<file path="config.mk">
export PLATFORM = sky130hd
export DESIGN_NAME = maf_issue_arb_flat
export DESIGN_NICKNAME = d
export VERILOG_FILES = /design/src/rtl/maf_pkg.sv /design/src/rtl/maf_issue_arb_if.sv /design/src/rtl/maf_rsp_fifo.sv /design/src/rtl/maf_issue_arb.sv /design/src/flat_wrapper.sv
export SDC_FILE = /design/constraint.sdc
export NUM_CORES = 1
export LEC_CHECK = 0
export ABC_AREA = 1
export BUFFER_PORTS_ARGS = -buffer_cell sky130_fd_sc_hd__buf_2
export CORE_MARGIN = 2
export CORE_UTILIZATION = 30
export CTS_CLUSTER_SIZE = 28
export DETAILED_ROUTE_END_ITERATION = 6
export PLACE_DENSITY = 0.45
export SYNTH_ARGS = -nofsm -noshare
export SYNTH_HDL_FRONTEND = slang
export SYNTH_SLANG_ARGS = --single-unit
</file>
<file path="constraint.sdc">
create_clock -name clk -period 4.5 [get_ports clk]
set_input_delay 0.9 -clock clk [delete_from_list [all_inputs] [get_ports clk]]
set_output_delay 0.9 -clock clk [all_outputs]
set_load 0.03 [all_outputs]
</file>
<file path="src/rtl/maf_pkg.sv">
// Shared widths and entry types for the MAF issue controller.
package maf_pkg;

   localparam int MAF_CONT_W = 3;
   localparam int MAF_DATA_W = 32;
   localparam int MAF_TRAP_W = 3;

   typedef struct packed {
      logic                  src;
      logic [MAF_TRAP_W-1:0] trap;
      logic [MAF_DATA_W-1:0] data;
   } maf_rsp_t;

   typedef struct packed {
      logic valid;
      logic src;
   } maf_tag_t;

endpackage

</file>
<file path="src/rtl/maf_issue_arb_if.sv">
// Requester, datapath and response signals of the MAF issue controller.
interface maf_issue_arb_if;
   import maf_pkg::*;

   logic                  req0_valid;
   logic                  req0_ready;
   logic [MAF_CONT_W-1:0] req0_cont;
   logic [MAF_DATA_W-1:0] req0_a;
   logic [MAF_DATA_W-1:0] req0_b;
   logic [MAF_DATA_W-1:0] req0_c;
   logic                  req1_valid;
   logic                  req1_ready;
   logic [MAF_CONT_W-1:0] req1_cont;
   logic [MAF_DATA_W-1:0] req1_a;
   logic [MAF_DATA_W-1:0] req1_b;
   logic [MAF_DATA_W-1:0] req1_c;
   logic                  dp_valid;
   logic [MAF_CONT_W-1:0] dp_cont;
   logic [MAF_DATA_W-1:0] dp_a;
   logic [MAF_DATA_W-1:0] dp_b;
   logic [MAF_DATA_W-1:0] dp_c;
   logic [MAF_DATA_W-1:0] dp_result;
   logic [MAF_TRAP_W-1:0] dp_trap;
   logic                  rsp_valid;
   logic                  rsp_ready;
   logic                  rsp_src;
   logic [MAF_DATA_W-1:0] rsp_data;
   logic [MAF_TRAP_W-1:0] rsp_trap;
   logic                  busy;

   modport slave (
      input  req0_valid, req0_cont, req0_a, req0_b, req0_c,
      input  req1_valid, req1_cont, req1_a, req1_b, req1_c,
      input  dp_result, dp_trap, rsp_ready,
      output req0_ready, req1_ready,
      output dp_valid, dp_cont, dp_a, dp_b, dp_c,
      output rsp_valid, rsp_src, rsp_data, rsp_trap, busy
   );

   modport master (
      output req0_valid, req0_cont, req0_a, req0_b, req0_c,
      output req1_valid, req1_cont, req1_a, req1_b, req1_c,
      output dp_result, dp_trap, rsp_ready,
      input  req0_ready, req1_ready,
      input  dp_valid, dp_cont, dp_a, dp_b, dp_c,
      input  rsp_valid, rsp_src, rsp_data, rsp_trap, busy
   );

endinterface

</file>
<file path="src/rtl/maf_rsp_fifo.sv">
// First-word-fall-through response FIFO; count feeds the issue credit check.
module maf_rsp_fifo
   import maf_pkg::*;
#(
   parameter int DEPTH = 8
) (
   input  logic                         clk,
   input  logic                         rstn,
   input  logic                         push,
   input  maf_rsp_t                     push_entry,
   input  logic                         pop,
   output logic                         valid,
   output maf_rsp_t                     head,
   output logic [$clog2(DEPTH+1)-1:0]   count
);

   localparam int CNT_W = $clog2(DEPTH + 1);
   localparam int PTR_W = (DEPTH > 1) ? $clog2(DEPTH) : 1;

   maf_rsp_t             mem [DEPTH];
   logic [PTR_W-1:0]     wr_ptr;
   logic [PTR_W-1:0]     rd_ptr;
   logic                 do_pop;
   logic                 full;

   function automatic logic [PTR_W-1:0] ptr_inc(input logic [PTR_W-1:0] p);
      return (p == PTR_W'(DEPTH - 1)) ? '0 : p + 1'b1;
   endfunction

   assign valid  = (count != '0);
   assign full   = (count == CNT_W'(DEPTH));
   assign do_pop = pop & valid;
   // Gate with valid so the unreset storage never shows up on the outputs.
   assign head   = valid ? mem[rd_ptr] : '0;

   // NOTE: storage has no reset; the pointers and count alone define which entries are live.
   always_ff @(posedge clk) begin
      if (push) mem[wr_ptr] <= push_entry;
   end

   // NOTE: sequential state uses non-blocking assignments so every register samples pre-edge values.
   always_ff @(posedge clk or negedge rstn) begin
      if (!rstn) begin
         wr_ptr <= '0;
         rd_ptr <= '0;
         count  <= '0;
      end else begin
         if (push)   wr_ptr <= ptr_inc(wr_ptr);
         if (do_pop) rd_ptr <= ptr_inc(rd_ptr);
         count <= count + CNT_W'(push) - CNT_W'(do_pop);
      end
   end

   // A push while full is only legal when the head leaves on the same edge.
   assert property (@(posedge clk) disable iff (!rstn) !(push && !do_pop && full));

endmodule

</file>
<file path="src/rtl/maf_issue_arb.sv">
// MAF issue controller: round-robin arbiter, credit-gated issue, tag pipe, response FIFO.
// Optional MAF_TRAP_HOLD_EN: a trapped result blocks new issue until it is popped.
module maf_issue_arb
   import maf_pkg::*;
#(
   parameter int LAT        = 5,
   parameter int FIFO_DEPTH = 8
) (
   input logic            clk,
   input logic            rstn,
   maf_issue_arb_if.slave bus
);

   localparam int OUT_W = $clog2(LAT + FIFO_DEPTH + 2);
   localparam int CNT_W = $clog2(FIFO_DEPTH + 1);

   maf_tag_t         tag_q [1:LAT];
   logic             dp_src;
   logic             last_src;
   logic [CNT_W-1:0] fifo_count;
   logic             fifo_valid;
   maf_rsp_t         fifo_head;
   maf_rsp_t         push_entry;
   logic             push;
   logic             pop;
   logic [OUT_W-1:0] outstanding;
   logic             can_issue;
   logic             grant0;
   logic             hold;
   logic             issue0;
   logic             issue1;
   logic             handshake;

   // Credit counts everything that will eventually occupy a FIFO slot.
   // NOTE: every always_comb output gets a default first so no latch can be inferred.
   always_comb begin
      outstanding = OUT_W'(fifo_count) + OUT_W'(bus.dp_valid);
      for (int i = 1; i <= LAT; i++) outstanding = outstanding + OUT_W'(tag_q[i].valid);
   end

   // On a tie (both or neither valid) the requester not granted last wins.
   assign grant0    = (bus.req0_valid & ~bus.req1_valid)
                    | ((bus.req0_valid ~^ bus.req1_valid) & last_src);
   assign can_issue = (outstanding < OUT_W'(FIFO_DEPTH)) & ~hold;

   assign bus.req0_ready = can_issue & grant0;
   assign bus.req1_ready = can_issue & ~grant0;
   assign issue0         = bus.req0_valid & bus.req0_ready;
   assign issue1         = bus.req1_valid & bus.req1_ready;
   assign handshake      = issue0 | issue1;

   assign push       = tag_q[LAT].valid;
   assign push_entry = '{src: tag_q[LAT].src, trap: bus.dp_trap, data: bus.dp_result};
   assign pop        = fifo_valid & bus.rsp_ready;

   always_ff @(posedge clk or negedge rstn) begin
      if (!rstn) begin
         bus.dp_valid <= 1'b0;
         bus.dp_cont  <= '0;
         bus.dp_a     <= '0;
         bus.dp_b     <= '0;
         bus.dp_c     <= '0;
         bus.busy     <= 1'b0;
         dp_src       <= 1'b0;
         last_src     <= 1'b1;
         for (int i = 1; i <= LAT; i++) tag_q[i] <= '0;
      end else begin
         bus.dp_valid <= handshake;
         if (handshake) begin
            dp_src      <= issue1;
            last_src    <= issue1;
            bus.dp_cont <= issue1 ? bus.req1_cont : bus.req0_cont;
            bus.dp_a    <= issue1 ? bus.req1_a    : bus.req0_a;
            bus.dp_b    <= issue1 ? bus.req1_b    : bus.req0_b;
            bus.dp_c    <= issue1 ? bus.req1_c    : bus.req0_c;
         end
         tag_q[1] <= '{valid: bus.dp_valid, src: dp_src};
         for (int i = 2; i <= LAT; i++) tag_q[i] <= tag_q[i-1];
         // The tag leaving stage LAT becomes the push, so only issue and pop change the total.
         bus.busy <= (outstanding + OUT_W'(handshake) - OUT_W'(pop)) != '0;
      end
   end

`ifdef MAF_TRAP_HOLD_EN
   always_ff @(posedge clk or negedge rstn) begin
      if (!rstn)                                 hold <= 1'b0;
      else if (push && push_entry.trap != '0)    hold <= 1'b1;
      else if (pop && fifo_head.trap != '0)      hold <= 1'b0;
   end
`else
   assign hold = 1'b0;
`endif

   maf_rsp_fifo #(.DEPTH(FIFO_DEPTH)) u_rsp_fifo (
      .clk        (clk),
      .rstn       (rstn),
      .push       (push),
      .push_entry (push_entry),
      .pop        (pop),
      .valid      (fifo_valid),
      .head       (fifo_head),
      .count      (fifo_count)
   );

   assign bus.rsp_valid = fifo_valid;
   assign bus.rsp_src   = fifo_head.src;
   assign bus.rsp_data  = fifo_head.data;
   assign bus.rsp_trap  = fifo_head.trap;

endmodule

</file>
<file path="src/flat_wrapper.sv">
// flat-port wrapper written by rule: the top's interface ports become plain ports
module maf_issue_arb_flat import maf_pkg::*;
#(
   parameter int LAT        = 5,
   parameter int FIFO_DEPTH = 8
)
  (clk, rstn, bus_req0_valid, bus_req0_cont, bus_req0_a, bus_req0_b, bus_req0_c, bus_req1_valid, bus_req1_cont, bus_req1_a, bus_req1_b, bus_req1_c, bus_dp_result, bus_dp_trap, bus_rsp_ready, bus_req0_ready, bus_req1_ready, bus_dp_valid, bus_dp_cont, bus_dp_a, bus_dp_b, bus_dp_c, bus_rsp_valid, bus_rsp_src, bus_rsp_data, bus_rsp_trap, bus_busy);
  maf_issue_arb_if bus_i ();
  input logic clk;
  input logic rstn;
  input wire logic [$bits(bus_i.req0_valid)-1:0] bus_req0_valid;
  input wire logic [$bits(bus_i.req0_cont)-1:0] bus_req0_cont;
  input wire logic [$bits(bus_i.req0_a)-1:0] bus_req0_a;
  input wire logic [$bits(bus_i.req0_b)-1:0] bus_req0_b;
  input wire logic [$bits(bus_i.req0_c)-1:0] bus_req0_c;
  input wire logic [$bits(bus_i.req1_valid)-1:0] bus_req1_valid;
  input wire logic [$bits(bus_i.req1_cont)-1:0] bus_req1_cont;
  input wire logic [$bits(bus_i.req1_a)-1:0] bus_req1_a;
  input wire logic [$bits(bus_i.req1_b)-1:0] bus_req1_b;
  input wire logic [$bits(bus_i.req1_c)-1:0] bus_req1_c;
  input wire logic [$bits(bus_i.dp_result)-1:0] bus_dp_result;
  input wire logic [$bits(bus_i.dp_trap)-1:0] bus_dp_trap;
  input wire logic [$bits(bus_i.rsp_ready)-1:0] bus_rsp_ready;
  output wire logic [$bits(bus_i.req0_ready)-1:0] bus_req0_ready;
  output wire logic [$bits(bus_i.req1_ready)-1:0] bus_req1_ready;
  output wire logic [$bits(bus_i.dp_valid)-1:0] bus_dp_valid;
  output wire logic [$bits(bus_i.dp_cont)-1:0] bus_dp_cont;
  output wire logic [$bits(bus_i.dp_a)-1:0] bus_dp_a;
  output wire logic [$bits(bus_i.dp_b)-1:0] bus_dp_b;
  output wire logic [$bits(bus_i.dp_c)-1:0] bus_dp_c;
  output wire logic [$bits(bus_i.rsp_valid)-1:0] bus_rsp_valid;
  output wire logic [$bits(bus_i.rsp_src)-1:0] bus_rsp_src;
  output wire logic [$bits(bus_i.rsp_data)-1:0] bus_rsp_data;
  output wire logic [$bits(bus_i.rsp_trap)-1:0] bus_rsp_trap;
  output wire logic [$bits(bus_i.busy)-1:0] bus_busy;
  assign bus_i.req0_valid = bus_req0_valid;
  assign bus_i.req0_cont = bus_req0_cont;
  assign bus_i.req0_a = bus_req0_a;
  assign bus_i.req0_b = bus_req0_b;
  assign bus_i.req0_c = bus_req0_c;
  assign bus_i.req1_valid = bus_req1_valid;
  assign bus_i.req1_cont = bus_req1_cont;
  assign bus_i.req1_a = bus_req1_a;
  assign bus_i.req1_b = bus_req1_b;
  assign bus_i.req1_c = bus_req1_c;
  assign bus_i.dp_result = bus_dp_result;
  assign bus_i.dp_trap = bus_dp_trap;
  assign bus_i.rsp_ready = bus_rsp_ready;
  assign bus_req0_ready = bus_i.req0_ready;
  assign bus_req1_ready = bus_i.req1_ready;
  assign bus_dp_valid = bus_i.dp_valid;
  assign bus_dp_cont = bus_i.dp_cont;
  assign bus_dp_a = bus_i.dp_a;
  assign bus_dp_b = bus_i.dp_b;
  assign bus_dp_c = bus_i.dp_c;
  assign bus_rsp_valid = bus_i.rsp_valid;
  assign bus_rsp_src = bus_i.rsp_src;
  assign bus_rsp_data = bus_i.rsp_data;
  assign bus_rsp_trap = bus_i.rsp_trap;
  assign bus_busy = bus_i.busy;
  maf_issue_arb #(.LAT(LAT), .FIFO_DEPTH(FIFO_DEPTH)) u_core (.clk(clk), .rstn(rstn), .bus(bus_i));
endmodule
</file>
Word level (Yosys, flattened, before mapping)
Memory sizes are Yosys's and may differ from the RTL's.
Index checks and enable logic that the tools add are counted.
Widths: inputs -> output; s select.
{"block": "totals", "regBits": 123, "latchBits": 0, "ram_bits": 288, "mem_bits_ro": 0, "inputBits": 238, "output_inout_bits": 140, "wordCells": 61, "n_memories": 1}
{"block": "op_classes", "add_sub_neg": 12, "mul": 0, "div_mod_pow": 0, "magnitude_cmp": 1, "n_eq_ne": 2, "n_shift": 0, "n_mux": 9, "bitwise_logic": 13, "n_reduce_logical": 2}
{"name": "u_core.u_rsp_fifo.mem", "words": 8, "width": 36, "read_ports": 1, "rd_ports_with_merged_regs": 0, "write_ports": 1, "line_no": "maf_rsp_fifo.sv:20", "text": "maf_rsp_t mem [DEPTH];"}
{"operator": "$mux 32", "count": 3}
{"operator": "$mux 36", "count": 1}
{"operator": "$add 4x1->4", "count": 8}
{"operator": "$mux 3", "count": 3}
{"operator": "$and 1x1->1", "count": 8}
{"operator": "$reduce_bool 4->1", "count": 2}
{"operator": "$sub 4x1->4", "count": 2}
{"operator": "$add 3x1->3 const B", "count": 2}
{"operator": "$eq 3x3->1 const B", "count": 2}
{"operator": "$lt 4x4->1 const B", "count": 1}
{"operator": "$mux 1", "count": 2}
{"operator": "$not 1->1", "count": 2}
{"operator": "$or 1x1->1", "count": 2}
{"operator": "$xnor 1x1->1", "count": 1}

Logic depth before layout (Yosys ltp)
{"block": "depth", "ltp_word": 13, "ltp_mapped": 21, "depth_no_buf": 19}

Hierarchy
A second synthesis with hierarchy kept.
{"block": "hier_totals", "hier_cells": 2247, "area_unflattened_um2": 19859.0}
{"mod": "maf_rsp_fifo", "instances": 1, "cells_each": 1315, "area_per_inst_um2": 13193.9, "seq_area_each_um2": 8898.5}
{"mod": "maf_issue_arb", "instances": 1, "cells_each": 932, "area_per_inst_um2": 6665.1, "seq_area_each_um2": 2829.0}

Worst setup path after synthesis
OpenSTA, ideal clock, no wires.
{"block": "synth_path", "path_kind": "flip-flop to flip-flop", "from": "register u_core.tag_q, in the netlist u_core.push", "to": "register u_core.bus.busy", "setup_ns": 0.125, "t_arrival_ns": 3.650, "t_required_ns": 4.375, "path_slack_ns": 0.725, "stages_incl_launch_ff": 19, "n_path_buf": 2, "period_less_slack_ns": 3.775, "path_cell_list": "dfrtp_1 > fa_1 > inv_1 > fa_1 > fa_1 > inv_1 > nand3_2 > nand3_1 > nand2_2 > nand3_4 > nand2_4 > buf_12 > buf_12 > ha_1 > fa_1 > nor2_1 > o21ai_0 > a21oi_1 > nand3_1"}
{"block": "synth_via", "elab_chain_len": 8, "word_cells_on_any_way": 10, "cone_classes": "3 x add/sub; 1 x order compare; 5 x bitwise; 1 x reduce/logical"}
{"element": "from (decl)", "line_no": "maf_issue_arb.sv:17", "text": "maf_tag_t tag_q [1:LAT];"}
{"element": "$add 4x1->4 *", "line_no": "maf_issue_arb.sv:38", "text": "for (int i = 1; i <= LAT; i++) outstanding = outstanding + OUT_W'(tag_q[i].valid);"}
{"element": "$lt 4x4->1 *", "line_no": "maf_issue_arb.sv:44", "text": "assign can_issue = (outstanding < OUT_W'(FIFO_DEPTH)) & ~hold;"}
{"element": "$and 1x1->1 (on tied branches)", "line_no": "maf_issue_arb.sv:46, maf_issue_arb.sv:47"}
{"element": "$and 1x1->1 (on tied branches)", "line_no": "maf_issue_arb.sv:48, maf_issue_arb.sv:49"}
{"element": "$or 1x1->1 *", "line_no": "maf_issue_arb.sv:50", "text": "assign handshake = issue0 | issue1;"}
{"element": "net u_core.handshake", "line_no": "maf_issue_arb.sv:32", "text": "logic handshake;"}
{"element": "$add 4x1->4 *", "line_no": "maf_issue_arb.sv:80", "text": "bus.busy <= (outstanding + OUT_W'(handshake) - OUT_W'(pop)) != '0;"}
{"element": "$sub 4x1->4 *", "line_no": "maf_issue_arb.sv:80"}
{"element": "$reduce_bool 4->1 *", "line_no": "maf_issue_arb.sv:80"}
{"element": "to (signal assigned)", "line_no": "maf_issue_arb.sv:63", "text": "bus.busy <= 1'b0;"}
{"element": "to (signal assigned)", "line_no": "maf_issue_arb.sv:80"}
{"element": "to (decl)", "line_no": "maf_issue_arb_if.sv:37", "text": "output rsp_valid, rsp_src, rsp_data, rsp_trap, busy"}
The timed path passes the listed nets; every way through them passes the cells marked *.
A chain may end at the register's enable or synchronous reset.

Worst setup path after layout
{"block": "layout_path", "from": "register u_core.tag_q, in the netlist u_core.push", "to": "output port bus_req0_ready"}
{"block": "layout_via", "elab_chain_len": 3}
{"element": "$add 4x1->4", "line_no": "maf_issue_arb.sv:38"}
{"element": "$lt 4x4->1", "line_no": "maf_issue_arb.sv:44"}
{"element": "$and 1x1->1", "line_no": "maf_issue_arb.sv:46", "text": "assign bus.req0_ready = can_issue & grant0;"}
{"element": "to (decl)", "line_no": "flat_wrapper.sv:24", "text": "output wire logic [$bits(bus_i.req0_ready)-1:0] bus_req0_ready;"}
No other way between the ends.

==> summary.md <==
| Metric | Value |
|---|---|
| Status | `finished clean` |
| Initial DRC Count | `approximately 710` |
| Nets | `around 2.4k` |
| Period minus WS final | `about 4.2 ns` |
| Die H | `roughly 260 um` |
| Area of placed instances | `0.0217 mm2` |
| FMAX | `approximately 0.24 GHz` |
| Clk_lat worst skew | `just under 0.6 ns` |
| Routed wire length | `58500 um` |
| Post-Syn Instances | `1851` |
| CP arrival | `3.34 ns` |
| VDD IR max | `approximately 0.68 mV` |
| Critical path required time | `3.60 ns` |
| Worst slew margin | `0.295` |
| Synth Cell Area | `around 0.019 mm2` |
| GPL Wtd Cong | `approximately 0.84` |
| Number of filler instances in the final layout | `6447` |
| Worst path top cell family by delay | `adder cells` |
| CP max stage delay | `around 0.56 ns` |
| First-pass GRT wire length | `89200 um` |
| FP Rows | `92` |
| Number of CTS-inserted buffers | `50` |
| Crit-path max FO | `6` |
| Grt ovf | `0` |
| Boundary Pins | `between 300 and 400` |
| Clock Path Buffers | `3` |
| Setup crit start kind | `flop` |
| Drt wl/cell | `roughly 19 um` |
| Largest family of logic cells by synthesized area | `simple AND/OR/NAND/NOR gates` |
| Fin area | `roughly 0.023 mm2` |
| Gr usage total | `0.175` |
| Fin. Hold Viols | `0` |
| Hold_buf cts | `0` |
| Worst Path Buf+Inv | `4` |
| Clock root buffer master | `clkbuf_16` |
| Initial antenna violation count | `18` |
| Avg Inst Size Synth | `10.3 um2` |
| Cell repeated most along the worst path | `fa_1` |
| Final setup vio count | `0` |
| Initial core utilization | `0.303` |
| Yosys cell types | `33` |
| Post-CTS Setup Inserts | `0` |
| Seq cells post-synth | `411` |
| Synth warn | `0` |
| Setup ws final | `between 0.2 and 0.3 ns` |
| First-pass DRT Iterations | `5` |
| Compound-gate portion of the synthesized area | `0.0674` |
| Clock skew | `between 0.015 and 0.02 ns` |
| Multi-input logic area | `0.00579 mm2` |
| Setup Crit Path Kind | `flop to output pin` |
| Commonest non-fill, non-tap cell in the layout | `buf_2` |
| Clock tree from TritonCTS | `built` |
| Leakage power | `10.2 nW` |
| Synth Area in Adders | `0.0175` |
| Most frequent cells in the layout | `buf_2, nand2_1, nor2_1` |
| Cell chain of the critical path | `fa_1 -> inv_1 -> fa_1 -> fa_1 -> inv_1 -> nand3_2 -> nand2_1 -> nand2_1 -> nand2_4 -> inv_2 -> nor2_1 -> buf_2` |
| P&R area growth vs syn | `21.8%` |
| Layout cells sized above 1 | `0.266` |
| Post-DRT Antenna Nets | `0` |
| Fin crit share | `0.943` |
| Maxcap violations | `0` |
| Syn_nets | `about 2.1k` |
| Pin count of the biggest net entering global routing | `roughly 150` |
| Area fraction of the dominant cell type after synthesis | `0.455` |
| Core area | `0.0629 mm2` |
| Setup_tns | `0 ns` |
| Final hold slack | `around 0.19 ns` |
| Power per cell area | `767 mW/mm2` |
| Die width | `256 um` |
| Hold Crit Class | `input pin to asynchronous set/reset pin` |
| RSZ-0062 raised after global routing | `false` |
| Vias per cell | `about 4.7` |
| Hpwl dp | `around 36000 um` |
| Clock slew at reported path FFs | `0.06 ns` |
| Ranking of synthesized cells by area | `edfxtp_1, dfrtp_1, nand2_1, nor2_1, nand3_2` |
| Kind of end point of the critical path | `output pin` |
| Cts repair resizes | `0` |
| Synth Area in Simple Gates | `0.213` |
| Mux cell area share after synthesis | `0` |
| H-tree levels | `2` |
| Post-place setup slack | `0.732 ns` |
| Sequential Area | `roughly 0.012 mm2` |
| Area leader, netlist | `edfxtp_1` |
| Drc violations | `0` |
| Vias in the first global route | `~14k` |
| Register area share after synthesis | `0.617` |
| Die footprint | `between 0.06 and 0.07 mm2` |
| Critical path's slowest cell | `fa_1` |
| DR vias | `around 14k` |
| PortBufs | `approximately 380` |
| Slew @ Worst Pin | `about 1.1 ns` |
| Post-Synth XOR/XNOR Area | `0.00138` |
| Final slew viol count | `0` |
| Clk sinks | `just over 400` |
-- synth_stat cells (all sizes together) --
| cell type | n |
|---|---|
| fa | 6 |
| inv | 228 |
| xor2 | 1 |
| nand2 | 325 |
| edfxtp | 288 |
| dfstp | 1 |
| nand4 | 100 |
| clkbuf | 57 |
| dfrtp | 122 |
| nor2 | 302 |
| nand2b | 2 |
| o21ai | 185 |
| xnor2 | 2 |
| or2 | 1 |
| o21a | 1 |
| o32ai | 36 |
| ha | 17 |
| a21oi | 5 |
| nand3 | 106 |
| buf | 66 |
-- final cells by class --
| class | instances | share of cell area |
|---|---|---|
| inverter | 228 | 0.0372 |
| antenna | 5 | 0.000540 |
| timing repair buffer | 403 | 0.0957 |
| multi-input combinational | 1089 | 0.250 |
| sequential | 411 | 0.507 |
| clock inverter | 26 | 0.00740 |
| clock buffer | 64 | 0.0567 |
| tap | 846 | 0.0457 |
-- metal layers --
metal | GRT usage | wire length [um] | up-vias | share of wire
met5 | 0 | 159 | - | 0.0027
met3 | 0.0578 | 4570 | 88 | 0.078
met2 | 0.288 | 27500 | 422 | 0.47
met4 | 0.0380 | 977 | 28 | 0.017
li1 | - | - | 6857 | -
met1 | 0.226 | 25300 | 6980 | 0.43
-- flip-flops by register name, indices dropped and copies added (netlist names), 3 cells and up --
register / cells
u_core.u_rsp_fifo.mem: 288
u_core.u_rsp_fifo.wr_ptr: 3
u_core.bus.dp_b: 32
u_core.bus.dp_a: 32
u_core.u_rsp_fifo.count: 4
u_core.bus.dp_c: 32
u_core.tag_q: 8
u_core.bus.dp_cont: 3
u_core.u_rsp_fifo.rd_ptr: 3
-- worst paths after layout --
check	slack, ns	end	cells past startpoint	start
worst max-delay path	0.26	bus_req0_ready	12	u_core.push
worst min-delay path	0.19	u_core.bus.dp_b[16]	1	rstn
max in group asynchronous	3.40	u_core.bus.dp_valid	2	rstn
min in group clk	0.34	u_core.push_entry[35]	0	u_core.tag_q[2]
worst min register to register	0.34	u_core.push_entry[35]	0	u_core.tag_q[2]
worst max register to register	0.77	u_core.bus.busy	16	u_core.push
-- worst reg2reg max path: stages, from the launching register on --
cell	delay, ns
dfrtp_1	0.44
fa_1	0.56
inv_1	0.05
fa_1	0.44
fa_1	0.43
inv_1	0.09
nand3_2	0.08
nand3_1	0.14
nand2_4	0.09
nand3_4	0.10
nand2_8	0.07
ha_1	0.23
fa_1	0.48
nor2_1	0.10
o21ai_0	0.08
a21oi_1	0.14
nand3_1	0.09
-- kinds of logic (layout without fill, tap and decap cells) --
kind of cell               after synthesis  count (layout)
xor gates and xnor gates                 3               3
AOI/OAI and AO/OA                      227             227
buffers and inverters                  351             721
DFF                                    411             411
adders and majority gates               23              23
other                                    0               5
and+or+nand+nor                        836             836
-- per-stage QoR --
stage / std cells / util / power (mW)
6_report: 3072 / 0.368 / 17.8
2_1_floorplan: 1851 / - / 11.8
4_1_cts: 3067 / 0.368 / 18.1
5_1_grt: 3069 / 0.368 / 19.1
3_5_place_dp: 2977 / 0.345 / 14.2
3_3_place_gp: 2977 / 0.345 / 14.2
-- where the power goes --
group,internal [mW],switching (mW)
clock,2.11,1.63
combinational,2.49,6.13
sequential,4.92,0.478
total,9.53,8.24
Note: power is estimated with default switching activity, not from simulation.
